### src/rtl/tblink_rpc_cmd_pkg.sv
// Shared constants for the tblink RPC command sender: FSM encodings,
// completion status codes, packet header offsets and status merging.
package tblink_rpc_cmd_pkg;

   localparam logic [3:0] ST_IDLE     = 4'd0;
   localparam logic [3:0] ST_TX_ADDR  = 4'd1;
   localparam logic [3:0] ST_TX_LEN   = 4'd2;
   localparam logic [3:0] ST_TX_CMD   = 4'd3;
   localparam logic [3:0] ST_TX_PARAM = 4'd4;
   localparam logic [3:0] ST_RX_ADDR  = 4'd5;
   localparam logic [3:0] ST_RX_LEN   = 4'd6;
   localparam logic [3:0] ST_RX_CMD   = 4'd7;
   localparam logic [3:0] ST_RX_DATA  = 4'd8;
   localparam logic [3:0] ST_DONE     = 4'd9;

   localparam logic [1:0] STAT_OK       = 2'd0;
   localparam logic [1:0] STAT_OVF      = 2'd1;
   localparam logic [1:0] STAT_MISMATCH = 2'd2;
   localparam logic [1:0] STAT_TIMEOUT  = 2'd3;

   localparam int HDR_ADDR = 0;
   localparam int HDR_LEN  = 1;
   localparam int HDR_CMD  = 2;

   // Status codes are ordered by precedence, so the stronger one is the larger.
   function automatic logic [1:0] stat_merge(input logic [1:0] cur, input logic [1:0] nxt);
      return (nxt > cur) ? nxt : cur;
   endfunction

endpackage

### src/rtl/tblink_rpc_rsp_deser.sv
// Response payload collector: writes data bytes into the response buffer
// while room remains, counts captured bytes and flags dropped ones.
module tblink_rpc_rsp_deser
   import tblink_rpc_cmd_pkg::*;
#(
   parameter int CMD_RSP_SZ = 1
) (
   input  logic                    clk_i,
   input  logic                    rst_ni,
   input  logic                    clr_i,
   input  logic                    wr_i,
   input  logic [7:0]              dat_i,
   output logic [CMD_RSP_SZ*8-1:0] rsp_o,
   output logic [7:0]              rsp_sz_o,
   output logic [7:0]              idx_o,
   output logic                    ovf_o
);

   localparam logic [7:0] RSP_MAX = 8'(CMD_RSP_SZ);

   logic [CMD_RSP_SZ*8-1:0] rsp_q, rsp_d;
   logic [7:0]              sz_q, sz_d, idx_q, idx_d;

   always_comb begin
      rsp_d = rsp_q;
      sz_d  = sz_q;
      idx_d = idx_q;
      if (clr_i) begin
         rsp_d = '0;
         sz_d  = '0;
         idx_d = '0;
      end else if (wr_i) begin
         for (int i = 0; i < CMD_RSP_SZ; i++)
            if (idx_q == 8'(i)) rsp_d[i*8 +: 8] = dat_i;
         if (sz_q < RSP_MAX) sz_d = sz_q + 8'd1;
         idx_d = idx_q + 8'd1;
      end
   end

   always_ff @(posedge clk_i or negedge rst_ni) begin
      if (!rst_ni) begin
         rsp_q <= '0;
         sz_q  <= '0;
         idx_q <= '0;
      end else begin
         rsp_q <= rsp_d;
         sz_q  <= sz_d;
         idx_q <= idx_d;
      end
   end

   assign rsp_o    = rsp_q;
   assign rsp_sz_o = sz_q;
   assign idx_o    = idx_q;
   assign ovf_o    = wr_i && (idx_q >= RSP_MAX);

endmodule

### src/rtl/tblink_rpc_cmdsender.sv
// Initiator-side command sender: serializes one command from the put/get
// slot as a tblink packet, then collects the response and toggles get.
module tblink_rpc_cmdsender
   import tblink_rpc_cmd_pkg::*;
#(
   parameter int ADDR          = 1,
   parameter int CMD_PARAMS_SZ = 4,
   parameter int CMD_RSP_SZ    = 1,
   parameter int TIMEOUT       = 1024
) (
   input  logic                       uclock,
   input  logic                       reset,
   input  logic [7:0]                 cmd,
   input  logic [7:0]                 cmd_sz,
   input  logic [CMD_PARAMS_SZ*8-1:0] cmd_params,
   input  logic                       cmd_put_i,
   output logic                       cmd_get_i,
   output logic [CMD_RSP_SZ*8-1:0]    cmd_rsp,
   output logic [7:0]                 cmd_rsp_sz,
   output logic [1:0]                 cmd_status,
   output logic [7:0]                 pkto_dat,
   output logic                       pkto_valid,
   input  logic                       pkto_ready,
   input  logic [7:0]                 pkti_dat,
   input  logic                       pkti_valid,
   output logic                       pkti_ready
);

   localparam int         TW     = (TIMEOUT > 1) ? $clog2(TIMEOUT) : 1;
   localparam logic [TW-1:0] TO_MAX = TW'(TIMEOUT - 1);
   localparam logic [7:0] PSZ    = 8'(CMD_PARAMS_SZ);

   logic [3:0]                 state_q, state_d;
   logic                       get_q, get_d;
   logic [1:0]                 stat_q, stat_d;
   logic                       vld_q, vld_d, rdy_q, rdy_d;
   logic [7:0]                 dat_q, dat_d;
   logic [7:0]                 cmd_q, cmd_d, n_q, n_d, idx_q, idx_d, len_q, len_d;
   logic [CMD_PARAMS_SZ*8-1:0] prm_q, prm_d;
   logic [TW-1:0]              to_q, to_d;
   logic                       tx_acc, rx_acc, clr, dwr, dovf;
   logic [7:0]                 didx;

   assign tx_acc = vld_q && pkto_ready;
   assign rx_acc = pkti_valid && rdy_q;

   always_comb begin
      state_d = state_q;
      get_d   = get_q;
      stat_d  = stat_q;
      vld_d   = vld_q;
      dat_d   = dat_q;
      cmd_d   = cmd_q;
      n_d     = n_q;
      idx_d   = idx_q;
      len_d   = len_q;
      prm_d   = prm_q;
      to_d    = to_q;
      clr     = 1'b0;
      dwr     = 1'b0;
      case (state_q)
         ST_IDLE: if (cmd_put_i != get_q) begin
            cmd_d   = cmd;
            n_d     = (cmd_sz > PSZ) ? PSZ : cmd_sz;
            prm_d   = cmd_params;
            stat_d  = (cmd_sz > PSZ) ? STAT_OVF : STAT_OK;
            to_d    = '0;
            clr     = 1'b1;
            vld_d   = 1'b1;
            dat_d   = 8'(ADDR);
            state_d = ST_TX_ADDR;
         end
         ST_TX_ADDR: if (tx_acc) begin
            dat_d   = n_q + 8'd1;
            state_d = ST_TX_LEN;
         end
         ST_TX_LEN: if (tx_acc) begin
            dat_d   = cmd_q;
            state_d = ST_TX_CMD;
         end
         ST_TX_CMD: if (tx_acc) begin
            idx_d = '0;
            if (n_q != 8'd0) begin
               dat_d   = prm_q[7:0];
               state_d = ST_TX_PARAM;
            end else begin
               vld_d   = 1'b0;
               state_d = ST_RX_ADDR;
            end
         end
         ST_TX_PARAM: if (tx_acc) begin
            if (idx_q == n_q - 8'd1) begin
               vld_d   = 1'b0;
               state_d = ST_RX_ADDR;
            end else begin
               idx_d = idx_q + 8'd1;
               for (int i = 0; i < CMD_PARAMS_SZ; i++)
                  if (idx_d == 8'(i)) dat_d = prm_q[i*8 +: 8];
            end
         end
         ST_RX_ADDR: begin
            // A byte arriving on the final count still wins over the timeout.
            if (rx_acc) state_d = ST_RX_LEN;
            else if (TIMEOUT != 0 && to_q == TO_MAX) begin
               stat_d  = stat_merge(stat_q, STAT_TIMEOUT);
               state_d = ST_DONE;
            end else to_d = to_q + 1'b1;
         end
         ST_RX_LEN: if (rx_acc) begin
            len_d = pkti_dat;
            if (pkti_dat == 8'd0) begin
               stat_d  = stat_merge(stat_q, STAT_MISMATCH);
               state_d = ST_DONE;
            end else state_d = ST_RX_CMD;
         end
         ST_RX_CMD: if (rx_acc) begin
            if (pkti_dat != cmd_q) stat_d = stat_merge(stat_q, STAT_MISMATCH);
            state_d = (len_q == 8'd1) ? ST_DONE : ST_RX_DATA;
         end
         ST_RX_DATA: if (rx_acc) begin
            dwr = 1'b1;
            if (dovf) stat_d = stat_merge(stat_q, STAT_OVF);
            if (didx + 8'd1 == len_q - 8'd1) state_d = ST_DONE;
         end
         ST_DONE: begin
            get_d   = ~get_q;
            state_d = ST_IDLE;
         end
         default: state_d = ST_IDLE;
      endcase
      rdy_d = (state_d == ST_IDLE) || (state_d >= ST_RX_ADDR && state_d <= ST_RX_DATA);
   end

   always_ff @(posedge uclock or negedge reset) begin
      if (!reset) begin
         state_q <= ST_IDLE;
         get_q   <= 1'b0;
         stat_q  <= STAT_OK;
         vld_q   <= 1'b0;
         rdy_q   <= 1'b0;
         dat_q   <= '0;
         cmd_q   <= '0;
         n_q     <= '0;
         idx_q   <= '0;
         len_q   <= '0;
         prm_q   <= '0;
         to_q    <= '0;
      end else begin
         state_q <= state_d;
         get_q   <= get_d;
         stat_q  <= stat_d;
         vld_q   <= vld_d;
         rdy_q   <= rdy_d;
         dat_q   <= dat_d;
         cmd_q   <= cmd_d;
         n_q     <= n_d;
         idx_q   <= idx_d;
         len_q   <= len_d;
         prm_q   <= prm_d;
         to_q    <= to_d;
      end
   end

   tblink_rpc_rsp_deser #(.CMD_RSP_SZ(CMD_RSP_SZ)) u_deser (
      .clk_i    (uclock),
      .rst_ni   (reset),
      .clr_i    (clr),
      .wr_i     (dwr),
      .dat_i    (pkti_dat),
      .rsp_o    (cmd_rsp),
      .rsp_sz_o (cmd_rsp_sz),
      .idx_o    (didx),
      .ovf_o    (dovf)
   );

   assign cmd_get_i  = get_q;
   assign cmd_status = stat_q;
   assign pkto_dat   = dat_q;
   assign pkto_valid = vld_q;
   assign pkti_ready = rdy_q;

endmodule

### config.mk
export PLATFORM = sky130hd
export DESIGN_NAME = tblink_rpc_cmdsender
export DESIGN_NICKNAME = d
export VERILOG_FILES = /design/src/rtl/tblink_rpc_cmd_pkg.sv /design/src/rtl/tblink_rpc_rsp_deser.sv /design/src/rtl/tblink_rpc_cmdsender.sv
export SDC_FILE = /design/constraint.sdc
export NUM_CORES = 1
export LEC_CHECK = 0
export ABC_AREA = 1
export CORE_MARGIN = 2
export CORE_UTILIZATION = 30
export CTS_CLUSTER_SIZE = 25
export DETAILED_ROUTE_END_ITERATION = 16
export GPL_ROUTABILITY_DRIVEN = 1
export MAX_ROUTING_LAYER = met4
export PLACE_DENSITY = 0.49
export SETUP_SLACK_MARGIN = 0.15
export SYNTH_ARGS = -nofsm -noshare
export SYNTH_HDL_FRONTEND = slang
export SYNTH_SLANG_ARGS = --single-unit
### constraint.sdc
create_clock -name uclock -period 3.5 [get_ports uclock]
set_clock_uncertainty 0.1 [all_clocks]
set_input_delay 1.05 -clock uclock [delete_from_list [all_inputs] [get_ports uclock]]
set_output_delay 1.05 -clock uclock [all_outputs]
set_load 0.005 [all_outputs]
# Word-level counts from Yosys, hierarchy flattened
# Index checks and enable logic that the tools add are counted.
# classes
n_mux,69
n_bitwise,1
addsub,7
eq_ne,39
n_lt_le_gt_ge,8
n_reduce_logical,28
# ops
cell,n
2-to-1 mux 8 bit,23
2-to-1 mux 4 bit,13
!= test 2 bit (second input constant),20
case mux 8 bit (5 select lines),1
case mux 4 bit (9 select lines),1
adder 8 x 1 -> 8 bit (second input constant),4
2-to-1 mux 10 bit,3
logical NOT 8 bit,3
2-to-1 mux 2 bit,12
case mux 10 bit (2 select lines),1
== test 4 x 3 -> 1 bit (second input constant),4
== test 8 x 1 -> 1 bit (second input constant),2
== test 8 x 2 -> 1 bit (second input constant),2
== test 8 bit,2
case mux 8 bit (2 select lines),1
subtractor 8 x 1 -> 8 bit (second input constant),2
2-to-1 mux 1 bit,12
AND reduction 12 bit,1
adder 10 x 1 -> 10 bit (second input constant),1
== test 10 bit (second input constant),1
case mux 2 bit (5 select lines),1
nonzero test 2 bit,5
nonzero test 5 bit,2
AND reduction 9 bit,1
23 further kinds,34
# word_totals
elab_cells,167
reg_bits,115
out_inout_bits,29
in_bits,61

# Longest topological paths before layout
# logic_depth
ltp_word,9
depth_mapped,18
mapped_depth_nobuf,16

# By module
# A second synthesis with hierarchy kept.
# unflattened
cells_unflattened,984
area_unflattened_um2,7023.0
# by_module_without_submodules
module,area_each_um2,cells_per_inst,seq_area_each_um2,n_inst
tblink_rpc_cmdsender,5805.6,839,2277.2,1
tblink_rpc_rsp_deser,1217.4,145,600.6,1

# Least setup slack after synthesis
# No wires, ideal clock.
# synth_path
kind,input to register
from,input cmd_put_i
to,register n_q[0]
path_buffers,2
setup_ps,127
path_slack_ps,1280
path_stages,6
arrival_ps,1993
cell_sequence,xor2_1 nand3_1 inv_1 buf_2 buf_2 o22ai_1
# synth_via
elab_chain_len,2
# synth_lines
element,line_no,rtl
start: declaration,tblink_rpc_cmdsender.sv:16,"input logic cmd_put_i,"
!= test 1 bit,tblink_rpc_cmdsender.sv:62,ST_IDLE: if (cmd_put_i != get_q) begin
AND reduction 2 bit (no source line),--,
end signal: assignment,tblink_rpc_cmdsender.sv:156,n_q <= n_d;
end: declaration,tblink_rpc_cmdsender.sv:38,"logic [7:0] cmd_q, cmd_d, n_q, n_d, idx_q, idx_d, len_q, len_d;"
# No other way between the ends.
# A chain may end at the register's enable or synchronous reset.

# Final worst setup path
# layout_path
from,input cmd_put_i
to,"register rdy_q, in the netlist pkti_ready"
# layout_via
elab_chain_len,6
elab_cells_between_ends,8
cone_classes,2 x order compare; 1 x eq/ne; 2 x mux; 3 x reduce/logical
# layout_lines
element,line_no,rtl
!= test 1 bit *,tblink_rpc_cmdsender.sv:62,
2-to-1 mux 4 bit *,tblink_rpc_cmdsender.sv:62,
case mux 4 bit (9 select lines) *,tblink_rpc_cmdsender.sv:61,case (state_q)
greater-or-equal comparator 4 x 3 -> 1 bit or <= comparator 4 bit (tied branches),tblink_rpc_cmdsender.sv:131,rdy_d = (state_d == ST_IDLE) || (state_d >= ST_RX_ADDR && state_d <= ST_RX_DATA);
logical AND 1 bit,tblink_rpc_cmdsender.sv:131,
logical OR 1 bit *,tblink_rpc_cmdsender.sv:131,
net rdy_d,tblink_rpc_cmdsender.sv:36,"logic vld_q, vld_d, rdy_q, rdy_d;"
end signal: assignment,tblink_rpc_cmdsender.sv:153,rdy_q <= rdy_d;
end: declaration,tblink_rpc_cmdsender.sv:36,
# Mark *: on every way through the listed nets, which the timed path passes. The rest lies on a longest branch.

==> reports/metrics.yaml <==
route:
  drt_iter0_drc: 388
  remaining_drc_errors: 0
  via_count: 6248
  ant_nets: 0
  first_pass_iters: 5
  viasPerCell: 4.65
  wl_per_cell_microns: 14.1
  totalWireLength_microns: 18900
worst_hold_path:
  hold_class: "reg -> reg"
  min_path_cells: 2
clocking:
  ctsHoldBuffers: 0
  clk_pin_slew_ns: 0.06
  post_cts_buffers: 0
  cts_tree: "yes"
  cts_made_buffers: 17
  clock_latency_ns: 0.42
  cts_buffer_depth: 2
  cts_root_buf: "clkbuf_16"
  ctsResizeCount: 0
  cts_sinks: 115
  htree_levels: 4
synthesis:
  synthAdderAreaFrac: 0.0293
  avgSynthCellArea_sq_um: 7.18
  syn_area_sq_mm: 0.00683
  synthSimpleGateAreaFrac: 0.319
  synth_compound_area_frac: 0.104
  synth-xor-area-share: 0.0288
  syn_nets: 1029
  yosysWarnings: 0
  synth_top_family_by_area: "simple AND/OR/NAND/NOR gates"
  synth_edf_count: 0
  syn_inst: 952
  synth.mux.area_fraction: 0
  ys_ff_latch: 115
  synth_cell_type_count: 44
  ys_seq_area_frac: 0.421
  ys.flop_type: "dfrtp_1"
  async_flop_share: 1.00
finish:
  fin_area_sq_mm: 0.00867
  layout_common_cells: "307 x nand2_1, 132 x inv_1, 115 x dfrtp_1"
  n_antenna_cell: 0
  final_common_cell: "nand2_1"
  fin_nets: 1123
  drive_above_1_share: 0.0765
  fillers: 2343
  seqCellArea_sq_mm: 0.00288
  area_growth_pct: 26.9
  multiInputGateArea_sq_mm: 0.00329
critical_path:
  crit_type: "in -> reg"
  worst-path-stages: 10
  critPathLaunchType: "input pin"
  r2r_cells: 14
  max_stage_delay_ns: 0.42
  crit_path_top_delay_cell: "clkdlybuf4s50_1"
  cp-startpoint: "cmd_put_i"
  r2r_slack_ns: 0.88
  cp_num_buf_inv: 2
  crit_required_ns: 3.76
  crit_path_cell_trace: "clkdlybuf4s50_1, xor2_1, nand3_1, buf_4, nand3_1, nor3_1, nand2_1, nor2_1, nand3_1, nand2_1"
  reg2reg_to: "pkto_dat[2]$_DFFE_PN0P_"
  critical-path-top-cell-by-count: "nand3_1"
  path_max_fanout: 15
  critPathTopFamily: "simple AND/OR/NAND/NOR gates"
  cp-endpoint: "pkti_ready$_DFF_PN0_"
  rr_startpoint: "idx_q[1]$_DFFE_PN0P_"
  cp.arrival_ns: 2.90
  critPathCaptureType: "register"
timing:
  report.final.setup_viol: 0
  hold_violations: 0
  drv_slew: 0
  relSlewSlack: 0.677
  fmax_ghz: 0.379
  setup-tns-final_ns: 0
  rsz0062_at_grt: "false"
  setup_ws_ns: 0.861
  fin_crit_sh: 0.754
  period_minus_slack_ns: 2.64
  tightest_slew_ns: 0.480
run_status:
  status: "finished, final reports clean"
flow_run:
  max_cap_viol_count: 0
placement:
  port_buffers: 89
  gp_congestion: 0.859
  placed_cell_area_sq_mm: 0.00806
  pre_cts_slack_ns: 0.444
  dpl.hpwl_microns: 14300
grt:
  grt_usage: 0.170
  grt_max_degree: 65
  grt.overflow.total: 0
  grt_pass1_wl_microns: 31700
  grt_pass1_vias: 6216
  antenna_found_initial: 0
die:
  die_h_microns: 155
  initial_core_util: 0.304
  coreArea_sq_mm: 0.0225
  dieArea_sq_mm: 0.0240
  num_rows: 55
  ios: 90
  die_x_microns: 155
power:
  power.density_mw_per_mm2: 801
  p_leak_nw: 4.32
  ir_worst_vdd_mv: 0.302
==> power breakdown <==
part | switching (mW) | internal [mW] | leakage (nW)
registers | 0.365 | 1.76 | 1.50
logic | 1.87 | 1.14 | 2.53
clock network | 0.692 | 1.13 | 0.287
==> metal layers <==
metal	up-vias	track usage	routed length, microns
met4	0	0.0494	327
met2	123	0.281	9140
met3	25	0.0315	635
li1	3231	-	-
met1	2869	0.215	8830
met5	-	-	0
==> through the flow <==
step,hold WS [ns],instances,power (mW),util
after floorplan,0.344,952,4.21,-
after global placement,0.362,1312,5.15,0.358
after detailed placement,0.368,1312,5.17,0.358
after CTS,0.384,1344,7.02,0.385
after global routing,0.405,1344,7.59,0.385
final,0.379,1344,6.94,0.385
==> cells by family after synthesis <==
kind of cell	count (synthesis)
DFF	115
and+or+nand+nor	506
adders and majority gates	16
AOI/OAI and AO/OA	128
xor gates and xnor gates	20
buffers and inverters	167
==> worst min path at each step <==
stage | from | to | slack (ns)
floorplan | prm_q[24]$_DFFE_PN0P_ | prm_q[24]$_DFFE_PN0P_ | 0.34
global placement | prm_q[26]$_DFFE_PN0P_ | prm_q[26]$_DFFE_PN0P_ | 0.36
detailed placement | prm_q[25]$_DFFE_PN0P_ | prm_q[25]$_DFFE_PN0P_ | 0.37
CTS | prm_q[25]$_DFFE_PN0P_ | prm_q[25]$_DFFE_PN0P_ | 0.38
global route | prm_q[25]$_DFFE_PN0P_ | prm_q[25]$_DFFE_PN0P_ | 0.41
finish | prm_q[25]$_DFFE_PN0P_ | prm_q[25]$_DFFE_PN0P_ | 0.38
==> worst register-to-register path, stage by stage (launching register included) <==
cell     delay (ns)
dfrtp_1        0.50
ha_1           0.28
nand2_2        0.10
nor2_2         0.12
nand3_1        0.07
nand2_1        0.12
nand2_2        0.08
nor2_4         0.33
nand2_1        0.29
nand3_1        0.19
nand2_1        0.06
nand2_1        0.09
nand2_1        0.07
nand2_1        0.06
nand2_1        0.04
==> synthesized netlist by cell type (2+ instances only) <==
cell | number | area (sq um)
nor3_1 | 6 | 30.0
nand2_2 | 8 | 50.1
ha_1 | 16 | 200
xnor2_1 | 8 | 70.1
nand2_1 | 307 | 1150
a21oi_1 | 23 | 115
clkbuf_1 | 10 | 37.5
o211ai_1 | 6 | 45.0
buf_1 | 2 | 7.51
o221ai_1 | 3 | 26.3
nand3_1 | 74 | 370
o21ai_1 | 10 | 50.1
o21ai_0 | 59 | 295
xor2_1 | 10 | 87.6
or2_2 | 2 | 12.5
nor2_1 | 67 | 251
inv_1 | 133 | 499
o22ai_1 | 18 | 113
nand3_2 | 4 | 40.0
inv_2 | 9 | 33.8
nor2_4 | 3 | 33.8
buf_6 | 2 | 22.5
a31oi_1 | 4 | 25.0
nor2_2 | 7 | 43.8
dfrtp_1 | 115 | 2880
nor3b_1 | 2 | 15.0
nand4_1 | 20 | 125
buf_2 | 8 | 40.0
==> state kept, by name, summed over array words and instances (netlist names) <==
register / flops
pkti_ready: 1
state_q: 4
prm_q: 32
pkto_dat: 8
u_deser.idx_o: 8
u_deser.rsp_sz_o: 8
cmd_get_i: 1
pkto_valid: 1
len_q: 8
cmd_q: 8
u_deser.rsp_o: 8
idx_q: 8
n_q: 8
to_q: 10
cmd_status: 2
==> final cells by class <==
type,count,share of cell area
clock inverters,14,0.0206
well taps,285,0.0411
inverters,143,0.0619
flip-flops and latches,115,0.332
clock buffers,18,0.0495
multi-input cells,670,0.379
repair buffers,99,0.115
Note: power is estimated with default switching activity, not from simulation.
==> patch 1: new RTL, same flow settings <==
`ST_RX_LEN`: 4'd6 -> 4'd3.
--- a/src/rtl/tblink_rpc_cmd_pkg.sv
+++ b/src/rtl/tblink_rpc_cmd_pkg.sv
@@ -8,7 +8,7 @@
    localparam logic [3:0] ST_TX_CMD   = 4'd3;
    localparam logic [3:0] ST_TX_PARAM = 4'd4;
    localparam logic [3:0] ST_RX_ADDR  = 4'd5;
-   localparam logic [3:0] ST_RX_LEN   = 4'd6;
+   localparam logic [3:0] ST_RX_LEN   = 4'd3;
    localparam logic [3:0] ST_RX_CMD   = 4'd7;
    localparam logic [3:0] ST_RX_DATA  = 4'd8;
    localparam logic [3:0] ST_DONE     = 4'd9;
Function: no difference found for any inputs over 4 cycles, from zero or initial values and one cycle with reset low; that may be too few to reach the edited logic, so the function may still have changed.
==> patch 1 against the unedited design <==
- critical path depth is 4 higher
- power is 23% lower
- maximum frequency down 1.3%
- die area shrank 9.4%
- sequential share of layout area increased by 1.5 points
- global-route usage is essentially flat
- clock power decreased by 42%
- cell area shrank 11%
- highest routed layer unchanged
- critical endpoint is now idx_q[5]
- sequential cell count is 8 lower
- wire length fell by 9.6%
- area after synthesis fell by 9.6%
- largest cell class unchanged
- synthesized cell count down 11%
- setup slack got worse by 0.034 ns
==> patch 1: results (changes against the unedited design) <==
[final_layout]
drive_gt1_frac = 0.06243  ; -0.01405
nets = 1016  ; -9.5%
fillers = 2135  ; -8.9%

[yosys]
yosys-top-cells-area = dfrtp_1 (43%), nand2_1 (16%), inv_1 (7.5%), nand3_1 (5.9%), o21ai_0 (3.9%)
synthTopCellsByCount = nand2_1 (261), inv_1 (123), dfrtp_1 (107)
ys_seq_area_frac = 0.4337  ; +0.01248
netlist_instances = 848  ; -11%
synth.distinct_cells = 43  ; -2.3%
syn-num-nets = 924  ; -10%

[cts]
post_cts_buffers = 0  ; unchanged
numCtsBuffers = 9  ; -8
cts_buffer_depth = 2  ; unchanged
clock_latency_ns = 0.36  ; -0.06 ns
h-tree-depth = 3  ; -1
clk_pin_slew_worst_paths_ns = 0.08  ; +0.02 ns
cts.repair.resized = 0  ; unchanged

[power_and_ir_drop]
p_switching_mw = 2.334  ; -20%
pwr-share-seq = 0.354  ; +0.049
combPwrFrac = 0.449  ; +0.016
leakage_nw = 3.845  ; -11%
p_per_area_mw_per_mm2 = 693.5  ; -13%
ir_drop_mv = 0.3059  ; +1.4%

[placement]
dp.final_hpwl_um = 13180  ; -8.1%
dp_cells = 1199  ; -8.6%
pre_cts_ws_ns = 0.4812  ; +0.03688 ns
dpl_cell_area_mm2 = 0.007406  ; -8.1%
place_congestion = 0.8348  ; -2.8%

[critical_path]
path_max_fanout = 8  ; -7
r2r_end = idx_q[5]
arrival_ns = 2.81  ; -0.09 ns
slowest_delay_ns = 0.48  ; +0.06 ns
critical_path.startpoint = n_q[0]
rrSetupSlack_ns = 0.83  ; -0.05 ns
reg2regPathDepth = 14  ; unchanged
crit_path_top_delay_cell = dfrtp_1

[sta]
whs_ns = 0.3904  ; +0.01144 ns
timing.slew.headroom = 0.5980  ; -0.07854
clock.fmax_mhz = 374.1  ; -1.3%

[routing]
firstDrtPassIters = 4  ; -1
first_iter_violations = 382  ; -1.5%
drt-total-wl_um = 17110  ; -9.6%
vias = 5513  ; -12%
vias_per_cell = 4.537  ; -2.4%

[grt]
grt_max_degree = 43  ; -34%
grt_usage = 0.1710  ; +0.0004808
grt_pass1_wl_um = 28720  ; -9.4%

[worst_hold_path]
min-delay-start = prm_q[18]
min_to = prm_q[18]
hold_class = register to register

[outcome]
status = finished clean

[patch 1: cell count changes after synthesis, moves of 8 or more]
cell,unedited run,this run
dfrtp_1,115,107
o22ai_1,18,7
inv_1,133,123
o21ai_0,59,48
nand2_1,307,261
nand4_1,20,29
[patch 1: cell type report]
cell class | count | area [um^2] | share of cell area
Inverter | 129 | 484.2 | 0.06277
Multi-Input combinational cell | 592 | 2915 | 0.3779
Clock buffer | 10 | 239.0 | 0.03098
Clock inverter | 6 | 68.82 | 0.008921
Timing Repair Buffer | 101 | 991.0 | 0.1285
Sequential cell | 107 | 2678 | 0.3471
Tap cell | 270 | 337.8 | 0.04380
[patch 1: per-layer routing]
| layer | share of wire | global-route usage | vias up | wire length [um] |
|---|---|---|---|---|
| met5 | 0 | - | - | 0 |
| met2 | 0.45 | 0.2617 | 98 | 7675 |
| met1 | 0.52 | 0.2405 | 2508 | 8814 |
| met4 | 0.0054 | 0.03750 | 0 | 93 |
| met3 | 0.031 | 0.02716 | 6 | 524 |
| li1 | - | - | 2901 | - |
[patch 1: kinds of logic (layout without fill, tap and decap cells)]
| family | Yosys count | count (layout) | share of synthesized area |
|---|---|---|---|
| and+or+nand+nor | 460 | 460 | 0.3293 |
| adders and majority gates | 15 | 15 | 0.03040 |
| AOI/OAI and AO/OA | 105 | 105 | 0.09546 |
| buffers and inverters | 149 | 246 | 0.09404 |
| DFF | 107 | 107 | 0.4337 |
| xor gates and xnor gates | 12 | 12 | 0.01702 |
[patch 1: worst min-delay path, delay by kind of cell (launching register included)]
family	cells	cell delay, ns
and+or+nand+nor	2	0.11
DFF	1	0.35
==> patch 2: new RTL, same flow settings <==
Without the edit above. Reset style: synchronous (`reset` and `rst_ni`), changed in 2 clocked blocks.
--- a/src/rtl/tblink_rpc_rsp_deser.sv
+++ b/src/rtl/tblink_rpc_rsp_deser.sv
@@ -37,7 +37,7 @@
       end
    end
 
-   always_ff @(posedge clk_i or negedge rst_ni) begin
+   always_ff @(posedge clk_i) begin
       if (!rst_ni) begin
          rsp_q <= '0;
          sz_q  <= '0;
--- a/src/rtl/tblink_rpc_cmdsender.sv
+++ b/src/rtl/tblink_rpc_cmdsender.sv
@@ -131,7 +131,7 @@
       rdy_d = (state_d == ST_IDLE) || (state_d >= ST_RX_ADDR && state_d <= ST_RX_DATA);
    end
 
-   always_ff @(posedge uclock or negedge reset) begin
+   always_ff @(posedge uclock) begin
       if (!reset) begin
          state_q <= ST_IDLE;
          get_q   <= 1'b0;
Formal check against the unedited RTL: differs if reset is asserted again (counterexample within 4 cycles, from zero or initial values and one cycle with reset low); with reset held inactive, the same outputs for 4 cycles.
==> patch 2 against the unedited design <==
- worst hold slack worse by 0.026 ns
- sequential cell count unchanged
- cell area fell by 5.9%
- setup slack worse by 0.048 ns
- wire length down 3.1%
- area after synthesis shrank 7.1%
- critical endpoint is now to_q[7]
Power is not compared: it rests on default switching activity, and its combinational part moved more than twofold at a synthesized area within 25%.
==> patch 2: results (changes against the unedited design) <==
[outcome]
status = finished clean

[cts]
numCtsBuffers = 17  ; unchanged
cts_buffer_depth = 2  ; unchanged
clk_pin_slew_worst_paths_ns = 0.06  ; about the same
clock_latency_ns = 0.42  ; about the same
post_cts_buffers = 0  ; unchanged
root_buffer = clkbuf_16
cts.repair.resized = 0  ; unchanged
h-tree-depth = 4  ; unchanged

[critical_path]
path_max_fanout = 8  ; -7
crit_path_top_delay_cell = clkdlybuf4s50_1
crit_end = to_q[7]
critical_path.startpoint = pkti_valid
rrSetupSlack_ns = 0.82  ; -0.06 ns
arrival_ns = 2.90  ; about the same
slowest_delay_ns = 0.40  ; -0.02 ns
crit_family = simple AND/OR/NAND/NOR gates
r2r_end = pkto_dat[7]
r2r_start = idx_q[0]

[placement]
pre_cts_ws_ns = 0.3735  ; -0.07079 ns
dp_cells = 1298  ; -1.1%
dpl_cell_area_mm2 = 0.007525  ; -6.6%
place_congestion = 0.8119  ; -5.5%
dp.final_hpwl_um = 13930  ; -2.9%
port_buffers = 89  ; unchanged

[grt]
antenna_found_initial = 0  ; unchanged
grt_pass1_wl_um = 30020  ; -5.4%
grt_max_degree = 56  ; -14%
grt_usage = 0.1754  ; +0.004886
grt_pass1_vias = 6012  ; -3.3%

[final_layout]
diodes = 0  ; unchanged
fillers = 2258  ; -3.6%
nets = 1118  ; -0.45%
regMostFlops = prm_q
drive_gt1_frac = 0.07685  ; +0.0003628
largestRegisters = prm_q: 32 flops, to_q: 10 flops

[yosys]
synth_flop_cell = dfxtp_1
netlist_instances = 954  ; +0.21%
yosys-top-cells-area = dfxtp_1 (36%), nand2_1 (12%), nor2_1 (8.3%), o21ai_0 (7.1%), inv_1 (6.8%)
ys_seq_area_frac = 0.3628  ; -0.05847
syn-num-nets = 1030  ; +0.097%
postSynth.asyncResetShare = 0  ; -1.000
synth.distinct_cells = 46  ; +4.5%
synthTopCellsByCount = nand2_1 (210), nor2_1 (140), dfxtp_1 (115), inv_1 (115), o21ai_0 (90)

[routing]
vias_per_cell = 4.633  ; -0.34%
m1WireLength_um = 8731  ; -1.1%
vias = 6157  ; -1.5%
firstDrtPassIters = 4  ; -1
dr_wl_met3_um = 652  ; +2.7%
route.met2.wl_um = 8730  ; -4.5%
first_iter_violations = 225  ; -42%
drt-total-wl_um = 18350  ; -3.1%
highest_layer = met4

[worst_hold_path]
min-delay-start = u_deser.rsp_sz_o[3]
hold_class = register to register

[sta]
period_share = 0.7677  ; +0.01372
timing.slew.headroom = 0.5556  ; -0.1210

[power_and_ir_drop]
ir_drop_mv = 0.2982
leakage_nw = 3.509

patch 2: cell types whose count changed after synthesis, moves of 18 or more:
| cell | before | now |
|---|---|---|
| nand2_1 | 307 | 210 |
| nor2_1 | 67 | 140 |
| dfrtp_1 | 115 | 0 |
| inv_1 | 133 | 115 |
| a21oi_1 | 23 | 54 |
| dfxtp_1 | 0 | 115 |
| o21ai_0 | 59 | 90 |
patch 2: worst register-to-register path, stage by stage, from the launching register on:
cell and delay, ns:
dfxtp_1 0.47, ha_1 0.22, nand2_2 0.10, nor2_4 0.14, nand3_2 0.08, nand2_1 0.08
nand2_1 0.08, nor2_4 0.40, nand2_2 0.30, o21ai_0 0.27, inv_1 0.07, nand2_1 0.09
nand2_1 0.05, nand2_1 0.06, a21oi_2 0.05
patch 2: worst min path at each step:
stage                     endpoint  slack (ns)  cells past startpoint
2_1_floorplan            prm_q[10]        0.33                      2
3_3_place_gp             prm_q[15]        0.34                      2
3_5_place_dp   u_deser.rsp_sz_o[3]        0.35                      2
4_1_cts        u_deser.rsp_sz_o[3]        0.36                      2
5_1_grt                  prm_q[11]        0.38                      2
6_report       u_deser.rsp_sz_o[3]        0.35                      2
patch 2: routing by layer:
layer | GRT usage | vias to the layer above
li1 | - | 3262
met1 | 0.2177 | 2779
met2 | 0.2904 | 95
met3 | 0.03720 | 21
met4 | 0.04524 | 0
met5 | - | -
patch 2: metrics by stage:
| stage | power, mW | utilization |
|---|---|---|
| after floorplan | 1.700 | - |
| after global placement | 1.893 | 0.3602 |
| after detailed placement | 1.894 | 0.3602 |
| after CTS | 3.787 | 0.3903 |
| after global routing | 3.895 | 0.3903 |
| final | 3.736 | 0.3903 |
patch 2: final cells by class:
| type | instances | area share |
|---|---|---|
| Timing Repair Buffer | 98 | 0.1176 |
| Tap cell | 275 | 0.04220 |
| Clock inverter | 14 | 0.02486 |
| Inverter | 122 | 0.05617 |
| Sequential cell | 115 | 0.2824 |
| Multi-Input combinational cell | 688 | 0.4246 |
| Clock buffer | 17 | 0.05218 |
patch 2: power by group:
group	switching (mW)	leakage [nW]	internal (mW)
Clock	0.679	0.293	1.20
Sequential	0.0482	0.938	1.38
Combinational	0.254	2.28	0.180
patch 2: cell families (layout without fill, tap and decap cells):
kind of cell / count (synthesis) / after routing / share of synthesized area
and+or+nand+nor: 474 / 474 / 0.3293
xor gates and xnor gates: 21 / 21 / 0.03115
buffers and inverters: 151 / 251 / 0.09207
adders and majority gates: 15 / 15 / 0.02957
AOI/OAI and AO/OA: 178 / 178 / 0.1552
DFF: 115 / 115 / 0.3628
